## config.mk

```make
export PLATFORM = sky130hd
export DESIGN_NAME = serial_subtractor_flat
export DESIGN_NICKNAME = d
export VERILOG_FILES = /design/src/rtl/serial_subtractor_pkg.sv /design/src/rtl/serial_subtractor_if.sv /design/src/rtl/serial_subtractor_full_subtractor.sv /design/src/rtl/serial_subtractor.sv /design/src/flat_wrapper.sv
export SDC_FILE = /design/constraint.sdc
export NUM_CORES = 1
export LEC_CHECK = 0
export ABC_AREA = 1
export BUFFER_PORTS_ARGS = -buffer_cell sky130_fd_sc_hd__buf_2
export CAP_MARGIN = 20
export CORE_MARGIN = 2
export CORE_UTILIZATION = 57
export CTS_BUF_LIST = sky130_fd_sc_hd__clkbuf_8 sky130_fd_sc_hd__clkbuf_16
export DETAILED_ROUTE_END_ITERATION = 7
export PLACE_DENSITY = 0.83
export SYNTH_ARGS = -nofsm -noshare
export SYNTH_HDL_FRONTEND = slang
export SYNTH_SLANG_ARGS = --single-unit
```

## constraint.sdc

```tcl
create_clock -name clk -period 2.5 [get_ports clk]
set_clock_uncertainty 0.1 [all_clocks]
set_input_delay 0.625 -clock clk [delete_from_list [all_inputs] [get_ports clk]]
set_output_delay 0.625 -clock clk [all_outputs]
set_load 0.02 [all_outputs]
```

## src/rtl/serial_subtractor_pkg.sv

```systemverilog
// serial_subtractor_pkg
// Shared types and constants for the bit-serial subtractor slice.
package serial_subtractor_pkg;

  // Control states of the serial subtractor.
  //   IDLE : waiting for operands, in_ready high
  //   RUN  : one difference bit per clock, LSB first
  //   DONE : result presented until the consumer accepts it
  typedef enum logic [1:0] {
    IDLE = 2'd0,
    RUN  = 2'd1,
    DONE = 2'd2
  } sub_state_t;

  localparam int DEFAULT_WIDTH = 8;

  // Two's-complement overflow of a - b.
  // Overflow is only possible when the operand signs differ. It happened
  // when the sign of the difference disagrees with the sign of the minuend.
  function automatic logic signed_ovf(input logic a_msb,
                                      input logic b_msb,
                                      input logic d_msb);
    return (a_msb != b_msb) && (d_msb != a_msb);
  endfunction

endpackage

```

## src/rtl/serial_subtractor_if.sv

```systemverilog
// serial_subtractor_if
// Operand handshake, result handshake and serial debug tap of the
// bit-serial subtractor. The producer/consumer side uses the master modport;
// the subtractor itself uses the slave modport.
interface serial_subtractor_if
  import serial_subtractor_pkg::*;
#(
  parameter int WIDTH = DEFAULT_WIDTH
);

  // operand side
  logic             in_valid;
  logic             in_ready;
  logic [WIDTH-1:0] a;
  logic [WIDTH-1:0] b;
  logic             bin;

  // result side
  logic             out_valid;
  logic             out_ready;
  logic [WIDTH-1:0] diff;
  logic             bout;
  logic             ovf;

  // serial observation tap
  logic             bit_valid;
  logic             bit_out;

  modport master (
    output in_valid, a, b, bin, out_ready,
    input  in_ready, out_valid, diff, bout, ovf, bit_valid, bit_out
  );

  modport slave (
    input  in_valid, a, b, bin, out_ready,
    output in_ready, out_valid, diff, bout, ovf, bit_valid, bit_out
  );

endinterface

```

## src/rtl/serial_subtractor_full_subtractor.sv

```systemverilog
// full_subtractor
// Single-bit full subtractor: computes x - y - z, producing the difference
// bit d and the borrow-out bo. This is the only arithmetic cell of the
// serial subtractor; it is reused for every bit position over time.
module full_subtractor (
  input  logic x,
  input  logic y,
  input  logic z,
  output logic d,
  output logic bo
);

  // Difference bit and borrow-out of one bit position.
  always_comb begin
    d  = x ^ y ^ z;
    bo = (~x & y) | (~x & z) | (y & z);
  end

endmodule

```

## src/rtl/serial_subtractor.sv

```systemverilog
// serial_subtractor
// Bit-serial subtractor: diff = a - b - bin, one bit per clock, LSB first.
// Operands are latched on an accepted valid/ready handshake, WIDTH RUN cycles
// produce the difference bits, and the result is then held on the output
// handshake until the consumer takes it.
module serial_subtractor
  import serial_subtractor_pkg::*;
#(
  parameter int WIDTH = DEFAULT_WIDTH
) (
  input logic                clk,
  input logic                rst,
  serial_subtractor_if.slave sub
);

  localparam int                CNT_W = $clog2(WIDTH);
  localparam logic [CNT_W-1:0]  LAST  = CNT_W'(WIDTH - 1);

  sub_state_t       state;
  logic [CNT_W-1:0] cnt;
  logic [WIDTH-1:0] a_sr;
  logic [WIDTH-1:0] b_sr;
  logic [WIDTH-1:0] result;
  logic             borrow;
  logic [1:0]       msb_q;
  logic             fs_d;
  logic             fs_bo;

  // The one arithmetic cell, fed from the operand LSBs and the borrow flop.
  full_subtractor u_fs (
    .x  (a_sr[0]),
    .y  (b_sr[0]),
    .z  (borrow),
    .d  (fs_d),
    .bo (fs_bo)
  );

  // Control FSM plus the whole datapath: operand shifters, result shifter,
  // borrow flop, bit counter and the captured operand sign bits.
  always_ff @(posedge clk) begin
    if (rst) begin
      state  <= IDLE;
      cnt    <= '0;
      a_sr   <= '0;
      b_sr   <= '0;
      result <= '0;
      borrow <= 1'b0;
      msb_q  <= 2'b00;
    end else begin
      case (state)
        IDLE: begin
          if (sub.in_valid) begin
            a_sr   <= sub.a;
            b_sr   <= sub.b;
            borrow <= sub.bin;
            cnt    <= '0;
            result <= '0;
            msb_q  <= {sub.a[WIDTH-1], sub.b[WIDTH-1]};
            state  <= RUN;
          end
        end
        RUN: begin
          a_sr   <= a_sr >> 1;
          b_sr   <= b_sr >> 1;
          result <= {fs_d, result[WIDTH-1:1]};
          borrow <= fs_bo;
          cnt    <= cnt + CNT_W'(1);
          if (cnt == LAST) begin
            state <= DONE;
          end
        end
        DONE: begin
          if (sub.out_ready) begin
            state <= IDLE;
          end
        end
        default: begin
          state <= IDLE;
        end
      endcase
    end
  end

  // Output decode from registered state. Result fields are forced to zero
  // outside DONE so nothing partial is ever visible on the result side.
  always_comb begin
    sub.in_ready  = 1'b0;
    sub.out_valid = 1'b0;
    sub.diff      = '0;
    sub.bout      = 1'b0;
    sub.ovf       = 1'b0;
    sub.bit_valid = 1'b0;
    sub.bit_out   = 1'b0;
    case (state)
      IDLE: begin
        sub.in_ready = 1'b1;
      end
      RUN: begin
        sub.bit_valid = 1'b1;
        sub.bit_out   = fs_d;
      end
      DONE: begin
        sub.out_valid = 1'b1;
        sub.diff      = result;
        sub.bout      = borrow;
        sub.ovf       = signed_ovf(msb_q[1], msb_q[0], result[WIDTH-1]);
      end
      default: begin
        sub.in_ready = 1'b0;
      end
    endcase
  end

endmodule
```

## src/flat_wrapper.sv

```systemverilog
// flat-port wrapper written by rule: the top's interface ports become plain ports
module serial_subtractor_flat import serial_subtractor_pkg::*;
#(
  parameter int WIDTH = DEFAULT_WIDTH
)
  (clk, rst, sub_in_valid, sub_a, sub_b, sub_bin, sub_out_ready, sub_in_ready, sub_out_valid, sub_diff, sub_bout, sub_ovf, sub_bit_valid, sub_bit_out);
  serial_subtractor_if #(.WIDTH(WIDTH)) sub_i ();
  input logic clk;
  input logic rst;
  input wire logic [$bits(sub_i.in_valid)-1:0] sub_in_valid;
  input wire logic [$bits(sub_i.a)-1:0] sub_a;
  input wire logic [$bits(sub_i.b)-1:0] sub_b;
  input wire logic [$bits(sub_i.bin)-1:0] sub_bin;
  input wire logic [$bits(sub_i.out_ready)-1:0] sub_out_ready;
  output wire logic [$bits(sub_i.in_ready)-1:0] sub_in_ready;
  output wire logic [$bits(sub_i.out_valid)-1:0] sub_out_valid;
  output wire logic [$bits(sub_i.diff)-1:0] sub_diff;
  output wire logic [$bits(sub_i.bout)-1:0] sub_bout;
  output wire logic [$bits(sub_i.ovf)-1:0] sub_ovf;
  output wire logic [$bits(sub_i.bit_valid)-1:0] sub_bit_valid;
  output wire logic [$bits(sub_i.bit_out)-1:0] sub_bit_out;
  assign sub_i.in_valid = sub_in_valid;
  assign sub_i.a = sub_a;
  assign sub_i.b = sub_b;
  assign sub_i.bin = sub_bin;
  assign sub_i.out_ready = sub_out_ready;
  assign sub_in_ready = sub_i.in_ready;
  assign sub_out_valid = sub_i.out_valid;
  assign sub_diff = sub_i.diff;
  assign sub_bout = sub_i.bout;
  assign sub_ovf = sub_i.ovf;
  assign sub_bit_valid = sub_i.bit_valid;
  assign sub_bit_out = sub_i.bit_out;
  serial_subtractor #(.WIDTH(WIDTH)) u_core (.clk(clk), .rst(rst), .sub(sub_i));
endmodule
```

==> out/qor.csv <==
metric,value,unit
"EDFF count, synth",0,
Synth Register Bits,32,
Setup Crit Path Kind,reg2out,
CTS Buffer Depth,2,
setup bufs post-CTS,0,
Post-route DRC,0,
largest stage delay on the critical path,0.35,ns
number of fill cells,263,
Final min period,2.25,ns
Layout Cells excl Fill,313,
GRT overflow,0,
most frequent cell after synthesis,nand2_1,
max_slew headroom,65.6,%
Placer Congestion,0.777,
routed length per instance,10.2,um
dpl hpwl,2150,um
Ant. Diodes,0,
CP max stage cell,dfxtp_1,
# IOs,35,
Area Overhead vs Synth,14.4,%
global-route wire length before repair,5330,um
multi-input logic area,783,sq um
layout cells sized above 1,19.9,%
RSZ-0062 raised after global routing,false,
final hold vios,0,
ys flop type,dfxtp_1,
largest net degree at the start of global routing,36,
setup TNS,0,ns
die width,57.7,um
Final #Nets,305,
CP required,1.77,ns
crit path DAT,1.52,ns
clock insertion delay at the later pin of the skew report,0.29,ns
H-Tree Depth,2,
Gate power share,16.0,%
clock root buffer,clkbuf_8,
Yosys cell types,22,
Initial Util,59.6,%
clock share of power,35.2,%
part of the power in registers,48.8,%
Crit path depth,6,
Worst-Margin Slew,0.513,ns
worst hold path class,reg2reg,
run status,finished clean,
total routed wirelength,3190,um
Placed Instances,305,
YS warnings,0,
CTS Buf Count,5,
Util after Layout,68.2,%
Final ANT Viol Nets,0,
Die Y-Extent,57.7,um
Fmax achieved,445,MHz
row cnt,19,
"Seq/Total Area, Yosys",39.0,%
All-Layer GR Usage,21.0,%
post-synthesis instance total,250,
CP startpoint kind,flip-flop,
NetSw,320,uW
crit end category,primary output,
TritonCTS clock tree,built,
largest area contributor in the netlist,dfxtp_1,
clock sinks,32,
worst-path cell chain,inv_4 -> nand2_4 -> inv_2 -> nand2_1 -> inv_1 -> buf_2,
Synth Net Count,274,
"Period Utilization, post-route",89.8,%
critical path peak fanout,17,
"Gates resized, CTS repair",0,
cells on worst reg2reg path,6,
worst-case vdd ir drop,557,uV
setup ws final,0.254,ns
vias,1498,
pre-CTS WS,0.557,ns
Synth top area share,39.0,%
FF+latch area,641,sq um
Area contributors post-synth,"dfxtp_1 39%, nand2_1 19%, nor2_1 10%, inv_1 6.6%, nand3_1 5.2%",
die area,0.00333,sq mm
I/O Buffers,34,
"Cell Area, Synth",0.00164,sq mm
core area,0.00276,sq mm
initial antenna violation count,0,
hold path cells,2,
Worst-path clk slew,0.07,ns
Buf/Inv on CP,4,
sw frac,27.8,%
vias per cell,4.79,
commonest cells in the synthesized netlist,"83 x nand2_1, 44 x nor2_1, 32 x dfxtp_1, 29 x inv_1, 17 x nand3_1",
Final setup violation count,0,
Post-CTS Hold Fix Bufs,0,
Max Cap Viol,0,
DR pass1 iterations,4,
family with the most delay on the worst path,buffers and inverters,
number of global-route vias before repair,1276,
static leakage,0.932,nW
syn_area_per_cell,6.58,sq um
Tot Pwr,1.15,mW
initial DRC count,35,
asr flop ratio synth,0,%
Int Pwr,829,uW
Final Max Tran Viols,0,
PwrDens,611,mW/mm^2
==> sequential cells by signal, summed over array words and instances, names as in the netlist <==
| register | cells |
|---|---|
| u_core.a_sr | 8 |
| u_core.b_sr | 8 |
| u_core.borrow | 1 |
| u_core.cnt | 3 |
| u_core.msb_q | 2 |
| u_core.result | 8 |
| u_core.state | 2 |
==> cells by family after synthesis <==
kind of cell	synth area share (%)
and+or+nand+nor	36.7
buffers and inverters	13.4
DFF	39.0
AOI/OAI and AO/OA	8.22
adders and majority gates	2.74
==> through the flow <==
| stage | hold WS (ns) | cell area (sq um) |
|---|---|---|
| after CTS | 0.370 | 1880 |
| after global routing | 0.391 | 1880 |
| final | 0.370 | 1880 |
| after detailed placement | 0.360 | 1790 |
| after floorplan | 0.339 | 1640 |
| after global placement | 0.352 | 1790 |
==> worst paths after layout <==
check | start | end | slack [ns]
setup / recovery | u_core.state[1] | sub_bit_out | 0.25
hold / removal | u_core.cnt[1] | u_core.cnt[1] | 0.37
setup reg to reg | u_core.state[0] | u_core.a_sr[0] | 0.96
hold reg to reg | u_core.cnt[1] | u_core.cnt[1] | 0.37
==> layout make-up <==
| cell class | instances | area share, % |
|---|---|---|
| clock buffer | 6 | 4.39 |
| clock inverter | 2 | 0.399 |
| inverter | 32 | 6.52 |
| multi-input combinational | 173 | 41.7 |
| sequential | 32 | 34.1 |
| tap | 31 | 2.06 |
| timing repair buffer | 37 | 10.9 |
==> cell usage in the layout, fill, tap and decap left out <==
cell type  synthesis  layout
o21ai_0            1       1
nand2_2            4       4
nand2_4            1       1
inv_4              1       1
buf_2              6      34
inv_1             29      31
dfxtp_1           32      32
nor2_1            44      44
clkbuf_8           0       6
nand3_1           17      17
ha_1               2       2
nor3_1             1       1
inv_2              1       1
a21oi_1           11      11
buf_4              1       2
o21ai_4            1       1
fa_1               1       1
clkinv_1           1       1
a21oi_2            5       5
nand2_1           83      83
o21a_1             2       2
buf_12             0       1
==> power by group through the flow <==
| stage | Clock (mW) | Combinational, mW | Sequential, mW |
|---|---|---|---|
| after floorplan | 0 | 0.149 | 0.567 |
| after global placement | 0 | 0.180 | 0.570 |
| after detailed placement | 0 | 0.184 | 0.571 |
| after CTS | 0.408 | 0.185 | 0.560 |
| after global routing | 0.433 | 0.209 | 0.563 |
| final | 0.405 | 0.183 | 0.560 |
==> worst min-delay path, stage by stage (launching register included) <==
cell	delay, ns
dfxtp_1	0.32
nand2_1	0.06
a21oi_1	0.05
==> layer usage <==
| layer | global-route usage, % | wire length (um) | up-vias |
|---|---|---|---|
| li1 | - | - | 810 |
| met1 | 24.5 | 1500 | 656 |
| met2 | 35.4 | 1490 | 27 |
| met3 | 7.81 | 161 | 5 |
| met4 | 7.31 | 47 | 0 |
| met5 | 0 | 0 | - |
No activity file was read; power rests on OpenSTA's default activity.
